## src/rtl/oport_rr_arb_if.sv

```systemverilog
// Handshake and data bundle between the input-buffer controllers / downstream
// node (master side) and the output-port arbiter (slave side).
interface oport_rr_arb_if #(
    parameter int PYLD_W = 23
) ();
    logic [4:0]          req;
    logic [5*PYLD_W-1:0] payload_i;
    logic [4:0]          gnt;
    logic                acc_rdy;
    logic                obuf_vld;
    logic                obuf_rdy;
    logic [PYLD_W-1:0]   obuf_data;

    modport slave (
        input  req, payload_i, obuf_rdy,
        output gnt, acc_rdy, obuf_vld, obuf_data
    );

    modport master (
        output req, payload_i, obuf_rdy,
        input  gnt, acc_rdy, obuf_vld, obuf_data
    );
endinterface

```

## src/rtl/oport_rr_arb.sv

```systemverilog
// Output-port arbiter for one router direction. Round-robins five input
// requests into a one-entry output stage; when the downstream port is disabled
// it sinks requests and counts the discarded flits.
module oport_rr_arb #(
    parameter int PYLD_W = 23,
    parameter int CNT_W  = 16
) (
    input  logic             clk,
    input  logic             rst_n,
    oport_rr_arb_if.slave    bus,
    input  logic             port_dis,
    input  logic             cnt_clr,
    output logic             drain_act,
    output logic [CNT_W-1:0] drop_cnt
);

    typedef enum logic [1:0] {NORM = 2'd0, DRAIN = 2'd1, RECOV = 2'd2} state_t;

    state_t            state, state_nxt;
    logic [2:0]        ptr;
    logic              vld_q;
    logic [PYLD_W-1:0] data_q;

    logic [9:0]        req_sh;
    logic [4:0]        req_rot;
    logic              hit;
    logic [2:0]        off;
    logic [3:0]        win_sum;
    logic [2:0]        win;
    logic [4:0]        gnt_c;
    logic              acc_c;
    logic              xfer;
    logic [PYLD_W-1:0] pay_sel;
    logic [1:0]        inc;
    logic [CNT_W:0]    cnt_sum;

    // Rotate requests so ptr sits at bit 0, take the lowest set bit, map back.
    always_comb begin
        req_sh  = {bus.req, bus.req} >> ptr;
        req_rot = req_sh[4:0];
        hit     = 1'b0;
        off     = 3'd0;
        for (int j = 4; j >= 0; j--) begin
            if (req_rot[j]) begin
                hit = 1'b1;
                off = 3'(j);
            end
        end
        win_sum = {1'b0, ptr} + {1'b0, off};
        win     = (win_sum >= 4'd5) ? 3'(win_sum - 4'd5) : win_sum[2:0];
        gnt_c   = (hit && rst_n) ? (5'b00001 << win) : 5'b00000;
    end

    // Accept strobe: backpressure in NORM, always sink in DRAIN, closed in RECOV.
    always_comb begin
        acc_c = 1'b0;
        if (rst_n) begin
            case (state)
                NORM:    acc_c = ~vld_q | bus.obuf_rdy;
                DRAIN:   acc_c = 1'b1;
                default: acc_c = 1'b0;
            endcase
        end
    end

    // Next state: one step per cycle, NORM -> DRAIN -> RECOV -> NORM.
    always_comb begin
        state_nxt = state;
        case (state)
            NORM:    if (port_dis)  state_nxt = DRAIN;
            DRAIN:   if (!port_dis) state_nxt = RECOV;
            default: state_nxt = NORM;
        endcase
    end

    // Winner payload mux.
    always_comb begin
        pay_sel = '0;
        for (int i = 0; i < 5; i++) begin
            if (win == 3'(i)) pay_sel = bus.payload_i[i*PYLD_W +: PYLD_W];
        end
    end

    assign xfer = (|gnt_c) & acc_c;

    // State, round-robin pointer and output stage.
    always_ff @(posedge clk) begin
        if (!rst_n) begin
            state  <= NORM;
            ptr    <= 3'd0;
            vld_q  <= 1'b0;
            data_q <= '0;
        end else begin
            state <= state_nxt;
            if (xfer) ptr <= (win == 3'd4) ? 3'd0 : win + 3'd1;
            case (state)
                NORM: begin
                    if (xfer) begin
                        data_q <= pay_sel;
                        vld_q  <= 1'b1;
                    end else if (bus.obuf_rdy) begin
                        vld_q  <= 1'b0;
                    end
                end
                // A flit still held on the first DRAIN cycle is dropped (and counted).
                DRAIN:   vld_q <= 1'b0;
                default: ;
            endcase
        end
    end

    // Drops this cycle: held flit at drain entry plus any sunk transfer.
    always_comb begin
        inc     = (state == DRAIN) ? ({1'b0, vld_q} + {1'b0, xfer}) : 2'd0;
        cnt_sum = {1'b0, drop_cnt} + (CNT_W+1)'(inc);
    end

    // Saturating drop counter; clear wins over increment.
    always_ff @(posedge clk) begin
        if (!rst_n || cnt_clr) drop_cnt <= '0;
        else if (cnt_sum[CNT_W]) drop_cnt <= '1;
        else drop_cnt <= cnt_sum[CNT_W-1:0];
    end

    assign bus.gnt       = gnt_c;
    assign bus.acc_rdy   = acc_c;
    assign bus.obuf_vld  = vld_q & (state != DRAIN);
    assign bus.obuf_data = data_q;
    assign drain_act     = (state == DRAIN);

endmodule
```

## src/flat_wrapper.sv

```systemverilog
// flat-port wrapper written by rule: the top's interface ports become plain ports
module oport_rr_arb_flat 
#(
    parameter int PYLD_W = 23,
    parameter int CNT_W  = 16
)
  (clk, rst_n, port_dis, cnt_clr, drain_act, drop_cnt, bus_req, bus_payload_i, bus_obuf_rdy, bus_gnt, bus_acc_rdy, bus_obuf_vld, bus_obuf_data);
  oport_rr_arb_if #(.PYLD_W(PYLD_W)) bus_i ();
  input  logic clk;
  input  logic rst_n;
  input  logic port_dis;
  input  logic cnt_clr;
  output logic drain_act;
  output logic [CNT_W-1:0] drop_cnt;
  input wire logic [$bits(bus_i.req)-1:0] bus_req;
  input wire logic [$bits(bus_i.payload_i)-1:0] bus_payload_i;
  input wire logic [$bits(bus_i.obuf_rdy)-1:0] bus_obuf_rdy;
  output wire logic [$bits(bus_i.gnt)-1:0] bus_gnt;
  output wire logic [$bits(bus_i.acc_rdy)-1:0] bus_acc_rdy;
  output wire logic [$bits(bus_i.obuf_vld)-1:0] bus_obuf_vld;
  output wire logic [$bits(bus_i.obuf_data)-1:0] bus_obuf_data;
  assign bus_i.req = bus_req;
  assign bus_i.payload_i = bus_payload_i;
  assign bus_i.obuf_rdy = bus_obuf_rdy;
  assign bus_gnt = bus_i.gnt;
  assign bus_acc_rdy = bus_i.acc_rdy;
  assign bus_obuf_vld = bus_i.obuf_vld;
  assign bus_obuf_data = bus_i.obuf_data;
  oport_rr_arb #(.PYLD_W(PYLD_W), .CNT_W(CNT_W)) u_core (.clk(clk), .rst_n(rst_n), .bus(bus_i), .port_dis(port_dis), .cnt_clr(cnt_clr), .drain_act(drain_act), .drop_cnt(drop_cnt));
endmodule
```

## config.mk

```make
export PLATFORM = sky130hd
export DESIGN_NAME = oport_rr_arb_flat
export DESIGN_NICKNAME = d
export VERILOG_FILES = /design/src/rtl/oport_rr_arb_if.sv /design/src/rtl/oport_rr_arb.sv /design/src/flat_wrapper.sv
export SDC_FILE = /design/constraint.sdc
export NUM_CORES = 1
export LEC_CHECK = 0
export CAP_MARGIN = 10
export CORE_MARGIN = 8
export CORE_UTILIZATION = 44
export CTS_CLUSTER_SIZE = 14
export DETAILED_ROUTE_END_ITERATION = 10
export PLACE_DENSITY_LB_ADDON = 0.25
export SYNTH_ARGS = -nofsm -noshare
export SYNTH_HDL_FRONTEND = slang
export SYNTH_SLANG_ARGS = --single-unit
```

## constraint.sdc

```tcl
create_clock -name clk -period 20.8 [get_ports clk]
set_clock_uncertainty 0.1 [all_clocks]
set_input_delay 4.16 -clock clk [delete_from_list [all_inputs] [get_ports clk]]
set_output_delay 4.16 -clock clk [all_outputs]
set_load 0.01 [all_outputs]
```

==> Yosys cells after proc, flatten, opt, wreduce, memory -nomap -nowiden <==
Index checks and enable logic that the tools add are counted.
{ "totals": {"reg_bits": 45, "in_bits": 125, "output_inout_bits": 47, "elab_cells": 64} }
{ "op_classes": {"n_addsub": 5, "magnitude_cmp": 1, "n_eq_ne": 9, "shift": 2, "mux": 28, "bitwise": 4, "n_reduce_logical": 10} }
{ "ops": {"columns": ["cell", "n"], "rows": [
  ["2-to-1 mux 23 bit", 5],
  ["2-to-1 mux 3 bit", 7],
  ["adder 16 x 2 -> 17 bit", 1],
  ["2-to-1 mux 16 bit", 1],
  ["right shift 10 x 3 -> 5 bit", 1],
  ["2-to-1 mux 1 bit", 8],
  ["equality test 3 x 2 -> 1 bit, second input constant", 2],
  ["2-to-1 mux 2 bit", 3],
  ["AND reduction 2 bit", 3],
  ["2-to-1 mux 5 bit", 1],
  ["OR reduction 5 bit", 1],
  ["left shift 1 x 3 -> 5 bit, first input constant", 1],
  ["adder 3 x 3 -> 4 bit", 1],
  ["greater-or-equal comparator 4 x 3 -> 1 bit, second input constant", 1],
  ["inequality test 2 bit, second input constant", 2],
  ["case mux 1 bit (2 select lines)", 2],
  ["case mux 2 bit (2 select lines)", 1],
  ["adder 3 x 1 -> 3 bit, second input constant", 1],
  ["equality test 3 x 1 -> 1 bit, second input constant", 1],
  ["equality test 3 bit, second input constant", 1],
  ["logical NOT 3 bit", 1],
  ["inequality test 3 x 2 -> 1 bit, second input constant", 1],
  ["subtractor 3 bit, second input constant", 1],
  ["adder 1 x 1 -> 2 bit", 1],
  ["10 further kinds", 11]
]} }

==> Logic depth before layout (Yosys ltp) <==
Gate-level depths: netlist of the first run.
{ "logic_depth": {"word_depth": 17, "depth_mapped": 31, "mapped_depth_nobuf": 29} }

==> Worst setup path before layout of the first run <==
OpenSTA, ideal clock, no wires.
{ "synth_path": {"path_kind": "input port to output port", "from": "in bus_req[1]", "to": "out bus_gnt[4]", "arrival_ps": 7801, "path_slack_ps": 8739, "stages": 19, "n_path_buf": 3, "cell_sequence": "mux2_2 nand2b_1 a311oi_1 nor2_1 nor2_1 fa_1 inv_1 ha_1 nor2b_1 o21ai_0 a211oi_1 mux2_2 inv_1 ha_1 and3_1 clkbuf_2 buf_6 buf_6 and3b_1"} }
{ "synth_via": {"elab_chain_cells": 11} }
{ "synth_rtl": {"columns": ["item", "line_no", "rtl"], "rows": [
  ["start, declared", "flat_wrapper.sv:15", "input wire logic [$bits(bus_i.req)-1:0] bus_req;"],
  ["right shift 10 x 3 -> 5 bit *", "oport_rr_arb.sv:39", "req_sh = {bus.req, bus.req} >> ptr;"],
  ["2-to-1 mux 3 bit (5 in a row)", "oport_rr_arb.sv:44", "if (req_rot[j]) begin"],
  ["adder 3 x 3 -> 4 bit", "oport_rr_arb.sv:49", "win_sum = {1'b0, ptr} + {1'b0, off};"],
  ["greater-or-equal comparator 4 x 3 -> 1 bit or subtractor 3 bit (tied branches)", "oport_rr_arb.sv:50", "win = (win_sum >= 4'd5) ? 3'(win_sum - 4'd5) : win_sum[2:0];"],
  ["2-to-1 mux 3 bit", "oport_rr_arb.sv:50", null],
  ["left shift 1 x 3 -> 5 bit", "oport_rr_arb.sv:51", "gnt_c = (hit && rst_n) ? (5'b00001 << win) : 5'b00000;"],
  ["2-to-1 mux 5 bit *", "oport_rr_arb.sv:51", null],
  ["end, declared", "flat_wrapper.sv:18", "output wire logic [$bits(bus_i.gnt)-1:0] bus_gnt;"]
]} }
Every way passes the cells marked *; elsewhere a longest branch is shown, timed or not.

==> Worst setup path after layout of the first run <==
{ "layout_path": {"from": "in bus_req[4]", "to": "out bus_gnt[3]"} }
The elaborated chain is that of the path after synthesis.

==> impl_summary.md, run 1 <==
Yosys
The top-area cell type share of the netlist area is 0.2636. The register bit total from synthesis is 45. For this run, asynchronously set or reset flops after synthesis account for 0. The post-synthesis sequential area ratio is 0.2636. The number of flops mapped to enable cells by yosys is 0. The post-synthesis net count is 580. In this run the cell area of the synthesized design comes to 3417 um^2. The number of different library cells in the post-synthesis netlist is 51.

The mean post-synth cell area is 7.766 um^2. The largest total area in the synthesized netlist belongs to sky130_fd_sc_hd__dfxtp_1. In the synthesized netlist, the number of instances is 440. Among all flip-flop cells after synthesis, the most frequent one is sky130_fd_sc_hd__dfxtp_1. The number of warning messages in the yosys log is 0. In the post-synthesis netlist, the biggest area contributors are sky130_fd_sc_hd__dfxtp_1 26%, sky130_fd_sc_hd__a221o_1 6.7%, sky130_fd_sc_hd__o311a_1 6.7%.

Pwr
The fraction of power spent switching nets is 0.4966. In this run the power spent charging and discharging nets is 409.6 uW. In this run the power density over the cells is 157.7 nW/um^2. The internal portion of total power is 415.2 uW.

Of the total power, combinational logic draws 0.795. The total power after layout is 824.8 uW. Summed over all cells, the static leakage comes to 2.005 nW. The worst supply voltage drop on vdd is 0.1071 mV.

Of the total power, the clock network draws 0.066. The sequential cell fraction of total power is 0.139.

Finish
The total inserted antenna cells is 0. The commonest non-fill, non-tap cell in the layout is sky130_fd_sc_hd__clkdlybuf4s50_1. At the end of the flow, the number of nets in the layout was 723. The growth of design area from synthesis to finish is 53.02%. In the final layout, flip-flops and latches occupy 900.9 um^2.

Summing all multi-input logic gate instances after layout gives 2285 um^2. Fill cells in the final layout number 618. The library cells used most frequently in the layout, excluding fill and tap cells, are 171 x sky130_fd_sc_hd__clkdlybuf4s50_1, 55 x sky130_fd_sc_hd__nand2_1, 45 x sky130_fd_sc_hd__dfxtp_1. The layout cell share with drive strength beyond 1 is 0.04281.

Placement
The number of I/O port buffers is 171. At the end of routability-driven placement, the weighted congestion stood at 0.8247. The detailed placer's ending HPWL is 9.597 mm.

Worst setup path
The delay contributed by the slowest stage of the critical path is 0.82 ns. The most numerous cell on the critical path is sky130_fd_sc_hd__ha_1. STA classifies the critical path endpoint as a primary output. The register-to-register setup slack is 12.36 ns. The start-to-end type of the worst setup path is primary input to primary output. Along the worst path, the maximum fanout reaches 27.

The worst setup path is launched from a primary input. Among all stages on the critical path, the largest delay is contributed by sky130_fd_sc_hd__ha_1. Traced cell by cell, the critical path runs through clkdlybuf4s50_1 -> mux2_2 -> nand2b_1 -> a311oi_1 -> nor2_1 -> nor2_1 -> fa_1 -> inv_1 -> ha_1 -> nor2b_1 -> o21ai_0 -> a211oi_1 -> xnor2_1 -> ha_1 -> ha_1 -> and3b_1 -> clkdlybuf4s50_1. Data arrives at the worst endpoint at 9.43 ns. At the worst endpoint, the required time is 16.54 ns.

STA
The maximum operating frequency is 73.02 MHz. At the pin with the least slew margin, the transition time is 1.010 ns. The final count of hold timing violations is 0.

Setup repair after global routing left no endpoint under its margin. The worst hold-check slack is 0.4425 ns. Dividing the final minimum period by the clock period gives 0.6584. Summed over all failing endpoints, the final setup total negative slack is 0 ns. The final number of max-transition violations was 0. Measured against its own limit, the worst slew margin works out to 0.3266.

The final count of negative-setup-slack endpoints is 0. The minimum period implied by the final worst setup slack is 13.69 ns.

Job
Across the run, the number of max-cap violations was 0.

Floorplanning
The count of standard-cell rows is 32. In this run the standard cell core region covers 7607 um^2. 172 I/O pins were placed. For this configuration, the core starts out at a cell density of 0.4492. The horizontal die dimension is 104.1 um. The chip height is 104.1 um.

The die covers 10840 um^2.

Detailed routing
In the routed design, unresolved DRC markers number 0. The final layout contains routed wiring with a total length of 11.89 mm. The average vias per placed instance is 5.627. In this run, the number of DRC markers left after iteration 0 of detailed routing was 196. Once detail routing completed, the nets flagged for antenna violations numbered 0. The routed wire length per instance is 17.33 um. The via count of the routed design is 3860. The first detailed-routing pass ran for 5 iterations.

Clock tree
The longest clock path from root to sink contains 2 buffers. The post-cts hold buffer count is 0. The depth of the CTS H-tree is 2. Post-CTS timing repair inserted 0 buffers for setup. The number of sinks handled by clock tree synthesis is 45. The source-to-sink clock delay at the later pin of the worst-skew pair is 0.30 ns. The total CTS buffers is 5. The tree is rooted in a sky130_fd_sc_hd__clkbuf_8. The clock edge transition at the registers on the reported setup and hold paths is 0.08 ns. The count of cells resized by post-cts repair is 0. TritonCTS built the clock tree.

Worst hold path
The min-delay analysis places its worst path in the category flop to flop.

GRT
The global-route total usage across every layer is 0.2087. The number of antenna violations at the first check in global routing was 0. The largest net degree at the start of global routing is 56.

The remaining global-route overflow is 0. The via count of the first global-routing pass is 3885. The first global-routing pass estimated 18.98 mm of wire.

Run status
The run finished with clean final reports.
[metrics by stage]
stage | util | cell area [um^2] | instances | setup slack [ns]
floorplan | - | 3417 | 440 | 8.739
global placement | 0.6753 | 5137 | 678 | 7.455
detailed placement | 0.6753 | 5137 | 678 | 7.141
CTS | 0.6873 | 5229 | 686 | 7.118
global route | 0.6873 | 5229 | 686 | 6.674
finish | 0.6873 | 5229 | 686 | 7.106
[power by group through the flow]
stage / registers [mW] / clock network (mW) / logic [mW]
floorplan: 0.116 / 0 / 0.475
detailed placement: 0.116 / 0 / 0.650
global route: 0.117 / 0.0595 / 0.721
global placement: 0.116 / 0 / 0.633
finish: 0.115 / 0.0545 / 0.656
CTS: 0.115 / 0.0561 / 0.653
[per-layer routing]
metal,vias up,part of all wire,track usage
met2,158,0.50,0.3712
met3,6,0.091,0.08116
met4,0,0.0057,0.04654
met5,-,0,0
met1,1778,0.41,0.2278
li1,1918,-,-
[final timing paths]
check / start / to / cells past startpoint
worst max register to register: u_core.ptr[1] / u_core.drop_cnt[8] / 27
worst min-delay path: u_core.vld_q / u_core.vld_q / 2
worst min register to register: u_core.vld_q / u_core.vld_q / 2
worst max-delay path: bus_req[4] / bus_gnt[3] / 17
[kinds of logic (layout without fill, tap and decap cells)]
kind of cell	count (synthesis)	in the layout	synth area share
fa+ha+maj	15	15	0.05932
xor+xnor	10	10	0.02563
simple gates	134	134	0.1743
mux	12	12	0.03735
flops	45	45	0.2636
buf+inv	59	203	0.07396
compound gates	165	165	0.3658
[registers in the layout, indices dropped and copies added, names as in the netlist]
register / count
u_core.drop_cnt: 16
u_core.vld_q: 1
u_core.state: 2
u_core.ptr: 3
u_core.bus.obuf_data: 23
[synthesized netlist by cell type, types with 3 or more instances]
library cell	number
sky130_fd_sc_hd__nand2b_1	6
sky130_fd_sc_hd__mux2_2	6
sky130_fd_sc_hd__inv_1	18
sky130_fd_sc_hd__mux2i_1	6
sky130_fd_sc_hd__nor2b_1	4
sky130_fd_sc_hd__dfxtp_1	45
sky130_fd_sc_hd__xor2_1	4
sky130_fd_sc_hd__nor3b_1	4
sky130_fd_sc_hd__clkbuf_1	25
sky130_fd_sc_hd__a31oi_1	4
sky130_fd_sc_hd__xnor2_1	6
sky130_fd_sc_hd__a221o_1	23
sky130_fd_sc_hd__o311a_1	23
sky130_fd_sc_hd__ha_1	13
sky130_fd_sc_hd__a22oi_1	24
sky130_fd_sc_hd__o211ai_1	3
sky130_fd_sc_hd__nor2_1	43
sky130_fd_sc_hd__nor3_1	5
sky130_fd_sc_hd__o21bai_1	23
sky130_fd_sc_hd__a21oi_1	22
sky130_fd_sc_hd__buf_2	9
sky130_fd_sc_hd__o21ai_0	27
sky130_fd_sc_hd__nand3_1	4
sky130_fd_sc_hd__nand2_1	55
sky130_fd_sc_hd__nand4_1	3
sky130_fd_sc_hd__buf_1	3
[area by class of cell]
class	instances	area share
Clock inverter	3	0.004307
Sequential cell	45	0.1723
Multi-Input combinational cell	336	0.4369
Timing Repair Buffer	177	0.3360
Inverter	18	0.01292
Clock buffer	5	0.01316
Tap cell	102	0.02441
[critical path, delay by kind of cell]
kind,cells,cell delay (ns)
mux,1,0.31
buf+inv,3,1.10
xor+xnor,1,0.28
fa+ha+maj,4,1.76
compound gates,3,0.87
simple gates,5,0.94
Note: power is estimated with default switching activity, not from simulation.
==> inputs of run 2 (changes only) <==
--- a/config.mk
+++ b/config.mk
@@ -7,7 +7,7 @@
 export LEC_CHECK = 0
 export CAP_MARGIN = 10
 export CORE_MARGIN = 8
-export CORE_UTILIZATION = 44
+export CORE_UTILIZATION = 41
 export CTS_CLUSTER_SIZE = 14
 export DETAILED_ROUTE_END_ITERATION = 10
 export PLACE_DENSITY_LB_ADDON = 0.25
==> constraint.sdc (replaced) <==
create_clock -name clk -period 12.9 [get_ports clk]
set_clock_uncertainty 0.1 [all_clocks]
set_input_delay 2.58 -clock clk [delete_from_list [all_inputs] [get_ports clk]]
set_output_delay 2.58 -clock clk [all_outputs]
set_load 0.01 [all_outputs]
==> run 2 against run 1 <==
Compared with the run above:
- critical path depth is the same
- power up 61%
- worst setup slack got worse by 4.7 ns
- clock-buffer cell count unchanged
- critical endpoint unchanged
- sequential cell count is the same
- global-route usage is 1.7 points lower
- core utilization down 4.4 points
- final cell count grew 0.44%
==> impl_summary.md, run 2 (same netlist as run 1, synthesis figures left out) <==
Placement
After detailed placement, the total cell area comes to 5141 um^2. Before CTS, the worst setup slack after placement is 2.232 ns. The detailed placer's ending HPWL is 9.505 mm.

At the end of routability-driven placement, the weighted congestion stood at 0.8728. The number of I/O port buffers is 171.

GRT
The via count of the first global-routing pass is 3752. The first global-routing pass estimated 18.26 mm of wire. The number of antenna violations at the first check in global routing is 0. The met3 track utilization from global routing is 0.06946. For this run, global-route usage on met1 was measured as 0.2284. For this run the aggregate overflow at the end of global routing stands at 0. In the global route stage, overall resource usage came out at 0.1922.

The global routing met2 resource utilization is 0.3239. The most utilized layer in the global route result is met2. Entering global routing, the biggest net connects 56 pins.

Finish
After the last flow step, the layout net total stands at 723. The commonest non-fill, non-tap cell in the layout is sky130_fd_sc_hd__clkdlybuf4s50_1. For this run, the share of the core covered by cells in the final layout is 0.6433. The repair_antennas step left the layout with diodes totalling 0.

The number of flip-flops under the largest register name is 23. In the layout the commonest cells are 171 x sky130_fd_sc_hd__clkdlybuf4s50_1, 55 x sky130_fd_sc_hd__nand2_1, 45 x sky130_fd_sc_hd__dfxtp_1. After filler insertion, the fill cell instance count of the layout stands at 706. The growth of design area from synthesis to finish is 53.13%. In the final layout, the share of cells above drive strength 1 is 0.04281. The cell area after layout is 5233 um^2.

STA
The routed design could run at a clock period as short as 10.45 ns. Setup violations remaining at the end of the flow were counted as 0. The slew at the pin with the worst max-slew slack is 0.9966 ns. In this run the tightest slew margin relative to its limit is 0.3356. In the post-route analysis, the smallest setup slack over all paths is 2.445 ns. The maximum operating frequency is 95.65 MHz.

The final count of hold timing violations was 0. Of the available clock period, the critical path in the final layout requires 0.8104. Setup repair after global routing left no endpoint under its margin. The sum of negative setup slack is 0 ns. The final number of max-transition violations is 0.

Worst setup path
STA classifies the critical path endpoint as a primary output. The register-to-register setup slack is 4.41 ns. The worst setup path is launched from a primary input. STA puts the critical path data required time at 10.22 ns.

Data on the critical path arrives at its endpoint at 7.77 ns. The largest single stage delay on the critical path is 0.78 ns. The worst reg2reg path depth is 27. Counting stages on the worst path, the most repeated cell is sky130_fd_sc_hd__ha_1. The signal on the critical path passes through clkdlybuf4s50_1 -> mux2i_1 -> nand2_1 -> a311oi_1 -> nor2_1 -> nor2_1 -> fa_1 -> inv_1 -> ha_1 -> nor2b_1 -> o21ai_0 -> a211oi_1 -> xnor2_1 -> ha_1 -> ha_1 -> and3b_1 -> clkdlybuf4s50_1.

The start-to-end type of the worst setup path is primary input to primary output. The library cell contributing the largest single delay on the critical path is sky130_fd_sc_hd__ha_1. The top fanout value on the critical path is 27.

Floorplanning
The chip height is 107.3 um. For this design the top-level I/O count stands at 172. The count of standard-cell rows is 33. The die area is 11510 um^2.

The floorplan step set the die width to 107.3 um. The starting density of the core is 0.4201. The core region is 8134 um^2.

Clock tree
Buffers inserted to repair hold after CTS numbered 0. The largest buffer count on any clock path is 2. Clock tree synthesis found a total of 45 sinks.

The total CTS buffers is 5. After clock tree synthesis, the clock-pin slew on the worst setup and hold paths is 0.09 ns. For the worst-skew pair, the clock arrives at the later sink with an insertion delay of 0.30 ns. TritonCTS built the clock tree. The number of buffers inserted to repair setup after CTS is 0. The clock root buffer master is sky130_fd_sc_hd__clkbuf_8. The clock tree synthesis step divided the H-tree into 2 levels. In this run, post-CTS repair resized a total of 0 instances.

Detailed routing
After detailed routing, the number of remaining DRC violations is 0. The first routing iteration left 221 violations. After detailed routing, the total wire length is 11.72 mm. For this run, the detailed router's first-pass iteration total came to 5.

The via count of the routed design is 3825. The post-detailed-route count of antenna-violating nets is 0. Dividing the detail-routed via count by the number of cells gives 5.552. Dividing the detail-routed wire length by the instance count gives 17.01 um.

Run status
The flow ran to the end, and the final reports show no timing, DRC or antenna violations.

Pwr
In this run the power density over the cells is 253.0 nW/um^2. The worst supply voltage drop on vdd is 0.1709 mV. For this design the static power due to leakage is 2.005 nW.

Worst hold path
The worst hold path class is flop to flop. The worst hold path passes through 2 cells.

Job
The number of max-cap violations is 0.
## run 2: final timing paths
kind                               startpoint                  to
worst max-delay path               bus_req[3]          bus_gnt[3]
worst min-delay path             u_core.vld_q        u_core.vld_q
worst min register to register   u_core.vld_q        u_core.vld_q
worst max register to register  u_core.ptr[1]  u_core.drop_cnt[8]
## run 2: critical path, delay by kind of cell
kind	cells	cell delay (ns)
XOR/XNOR	1	0.26
adder cells (fa/ha/maj)	4	1.70
multiplexers	1	0.28
AO/OA/AOI/OAI	3	0.93
buffers and inverters	3	1.11
AND/OR/NAND/NOR	5	0.90
## run 2: cell type report
class,instances,area [um^2],share of cell area
Clock buffer,5,68.82,0.01315
Clock inverter,3,22.52,0.004304
Inverter,18,67.56,0.01291
Multi-Input combinational cell,336,2285,0.4366
Sequential cell,45,900.9,0.1722
Tap cell,105,131.4,0.02511
Timing Repair Buffer,177,1757,0.3357
## run 2: report_power, final
part           leakage [nW]  switching, mW  internal, mW
registers             0.367         0.0207         0.165
logic                  1.59          0.582         0.466
clock network        0.0481         0.0517        0.0385
## run 2: routing by layer
| metal | vias up | routed length, um | part of all wire |
|---|---|---|---|
| met5 | - | 0 | 0 |
| met3 | 7 | 1130 | 0.096 |
| met4 | 0 | 97 | 0.0083 |
| li1 | 1920 | - | - |
| met1 | 1748 | 4919 | 0.42 |
| met2 | 150 | 5574 | 0.48 |
## run 2: stage by stage
stage | hold slack (ns) | cells | power, mW
2_1_floorplan | 0.4006 | 440 | 0.9534
4_1_cts | 0.4479 | 689 | 1.327
3_5_place_dp | 0.4353 | 681 | 1.233
6_report | 0.4634 | 689 | 1.324
5_1_grt | 0.4714 | 689 | 1.448
3_3_place_gp | 0.4197 | 681 | 1.211
==> inputs of run 3 (changes only) <==
==> constraint.sdc (replaced) <==
create_clock -name clk -period 10.9 [get_ports clk]
set_clock_uncertainty 0.1 [all_clocks]
set_input_delay 2.18 -clock clk [delete_from_list [all_inputs] [get_ports clk]]
set_output_delay 2.18 -clock clk [all_outputs]
set_load 0.01 [all_outputs]
==> run 3 against run 2 <==
Compared with the run above:
- sequential cell count did not move
- hold slack worse by 0.020 ns
- final area grew 0.19%
- highest routed layer unchanged
- critical endpoint is now u_core.drop_cnt[8]
- first-iteration DRC count down 2.3%
- die area did not move
- combinational power grew 19%
==> impl_summary.md, run 3 (same netlist as run 1, synthesis figures left out) <==
STA
The maximum operating frequency is 103.0 MHz. In the finished design, the share of the clock period the worst path needs comes to 0.8909. The final count of hold timing violations came to 0. Setup repair after global routing left no endpoint under its margin. The slew at the pin with the worst max-slew slack is 1.017 ns.

Setup total negative slack on the finished layout was measured at 0 ns. Setup violations remaining at the end of the flow were counted as 0. The minimum period implied by the final worst setup slack is 9.711 ns.

The final number of max-transition violations is 0. Measured against its own limit, the worst slew margin works out to 0.3223.

Clock tree
The tree is rooted in a sky130_fd_sc_hd__clkbuf_8. The post-cts hold buffer count is 0. The depth of the CTS H-tree is 2. The clock drives 45 sinks. The source-to-sink clock delay at the later pin of the worst-skew pair is 0.31 ns. The number of setup buffers added after CTS is 0. The number of clock buffers added by TritonCTS is 5. The CTS tree is done. The largest buffer count on any clock path is 2. The clock edge transition at the registers on the reported setup and hold paths is 0.10 ns.

The count of cells resized by post-cts repair is 0.

Worst setup path
Together, buffers and inverters on the worst path number 3. For the worst setup path, the data required time is 11.05 ns. STA classifies the critical path endpoint as a flop.

The worst setup path is launched from a primary input. The family with the most delay on the worst path is adder cells. The critical path is of the primary input to flop type. Along the worst path, the maximum fanout reaches 27. The library cell contributing the largest single delay on the critical path is sky130_fd_sc_hd__nor4_1. By instance count, the cell type seen most on the critical path is sky130_fd_sc_hd__ha_1. Data on the critical path arrives at its endpoint at 9.86 ns. On the worst path, the slowest cell contributes a delay of 0.83 ns.

Placement
The number of I/O port buffers is 171. Detailed placement finished with a half-perimeter wire length of 9.499 mm. The congestion estimate from routability-driven global placement came to 0.8551.

Finish
The area growth from synthesis to layout is 53.42%. In the final layout, the share of cells above drive strength 1 is 0.04444. The share of the core filled with cells is 0.6445. The commonest non-fill, non-tap cell in the layout is sky130_fd_sc_hd__clkdlybuf4s50_1. The library cells used most frequently in the layout, excluding fill and tap cells, are 171 x sky130_fd_sc_hd__clkdlybuf4s50_1, 55 x sky130_fd_sc_hd__nand2_1, 45 x sky130_fd_sc_hd__dfxtp_1. The number of nets at the end of the flow is 724.

The register with the most flip-flops in the layout has 23 of them. 0 antenna diodes ended up in the layout.

Floorplanning
The count of standard-cell rows is 33. The chip height is 107.3 um. The die covers 11510 um^2. The initial utilization of the core area, before any placement, comes to 0.4201. The region available for standard cell placement spans 8134 um^2. The die is 107.3 um wide. The number of I/O pins is 172.

GRT
The remaining global-route overflow is 0. The global-route wire length before repair is 18.84 mm. The number of antenna violations at the first check in global routing is 0. For this run, the total global-route usage over all layers was measured as 0.1986. Entering global routing, the biggest net connects 56 pins. The via count of the first global-routing pass is 3853.

Pwr
Dividing total power by cell area gives a power density of 300.7 nW/um^2. IR analysis of the VDD net gives a maximum drop of 0.2230 mV. The total power after layout is 1.576 mW. The analysis attributes to cell leakage a power of 2.006 nW.

Detailed routing
Once detail routing completed, the nets flagged for antenna violations numbered 0. After detailed routing, the number of remaining DRC violations is 0. The average vias per placed instance is 5.548. The sum of routed wire length over all layers is 11.81 mm. The via count of the routed design is 3828.

The detailed router finished its first iteration with 216 violations. The first detailed-routing pass ran for 5 iterations. Dividing the detail-routed wire length by the instance count gives 17.11 um.

Worst hold path
The worst hold path class is flop to flop.

Job
The tool flagged a number of max-cap violations equal to 0.

Run status
The run finished with clean final reports.
run 3: cell count changes in the layout (fill, tap and decap cells not counted), sizes merged:
cell      before  now
clkinv         3    1
inv           18   19
clkinvlp       0    1
buf            6    7
run 3: where the power goes:
group          internal [mW]  leakage (nW)  total, mW  switching (mW)
combinational          0.553          1.59       1.25           0.696
clock                 0.0463        0.0447      0.108          0.0620
sequential             0.195         0.367      0.219          0.0239
total                  0.794          2.01       1.58           0.782
run 3: cell type report:
class,count,area [um^2]
repair buffers,178,1764
clock buffers,5,68.82
clock inverters,3,25.02
fillers,715,2892
multi-input cells,336,2285
inverters,18,67.56
flip-flops and latches,45,900.9
well taps,105,131.4
run 3: per-layer routing:
| metal | vias to the layer above | track usage | wire [um] |
|---|---|---|---|
| met5 | - | 0 | 0 |
| met4 | 0 | 0.04020 | 104 |
| met3 | 10 | 0.08024 | 1148 |
| met2 | 136 | 0.3305 | 5633 |
| met1 | 1761 | 0.2345 | 4921 |
| li1 | 1921 | - | - |
run 3: worst paths after layout:
path / endpoint / cells after the start / from / slack, ns
max: u_core.drop_cnt[8] / 26 / bus_req[4] / 1.19
min: u_core.vld_q / 2 / u_core.vld_q / 0.44
max reg2reg: u_core.drop_cnt[8] / 25 / u_core.ptr[1] / 2.70
min reg2reg: u_core.vld_q / 2 / u_core.vld_q / 0.44
run 3: stage by stage:
step	setup WS (ns)	area (um^2)	hold WS (ns)	std cells
3_3_place_gp	1.265	5149	0.4185	682
2_1_floorplan	2.562	3417	0.4006	440
6_report	1.189	5243	0.4430	690
4_1_cts	1.229	5243	0.4504	690
3_5_place_dp	0.9272	5149	0.4382	682
5_1_grt	0.3571	5243	0.4931	690
run 3: worst register-to-register path, stage by stage (launching register included):
cell,delay (ns)
sky130_fd_sc_hd__dfxtp_1,0.71
sky130_fd_sc_hd__mux2_2,0.44
sky130_fd_sc_hd__nand2b_1,0.17
sky130_fd_sc_hd__a311oi_1,0.34
sky130_fd_sc_hd__nor2_1,0.09
sky130_fd_sc_hd__nor2_1,0.19
sky130_fd_sc_hd__fa_1,0.47
sky130_fd_sc_hd__inv_1,0.10
sky130_fd_sc_hd__ha_1,0.21
sky130_fd_sc_hd__nor2b_1,0.18
sky130_fd_sc_hd__o21ai_0,0.09
sky130_fd_sc_hd__a211oi_1,0.39
sky130_fd_sc_hd__mux2_2,0.42
sky130_fd_sc_hd__ha_1,0.19
sky130_fd_sc_hd__ha_1,0.51
sky130_fd_sc_hd__o31ai_1,0.66
sky130_fd_sc_hd__nor2_1,0.15
sky130_fd_sc_hd__ha_1,0.30
sky130_fd_sc_hd__and2_1,0.11
sky130_fd_sc_hd__ha_1,0.18
sky130_fd_sc_hd__inv_1,0.06
sky130_fd_sc_hd__fa_1,0.46
sky130_fd_sc_hd__nor4_1,0.83
sky130_fd_sc_hd__nand2_1,0.50
sky130_fd_sc_hd__o21a_1,0.23
sky130_fd_sc_hd__nor2_1,0.07
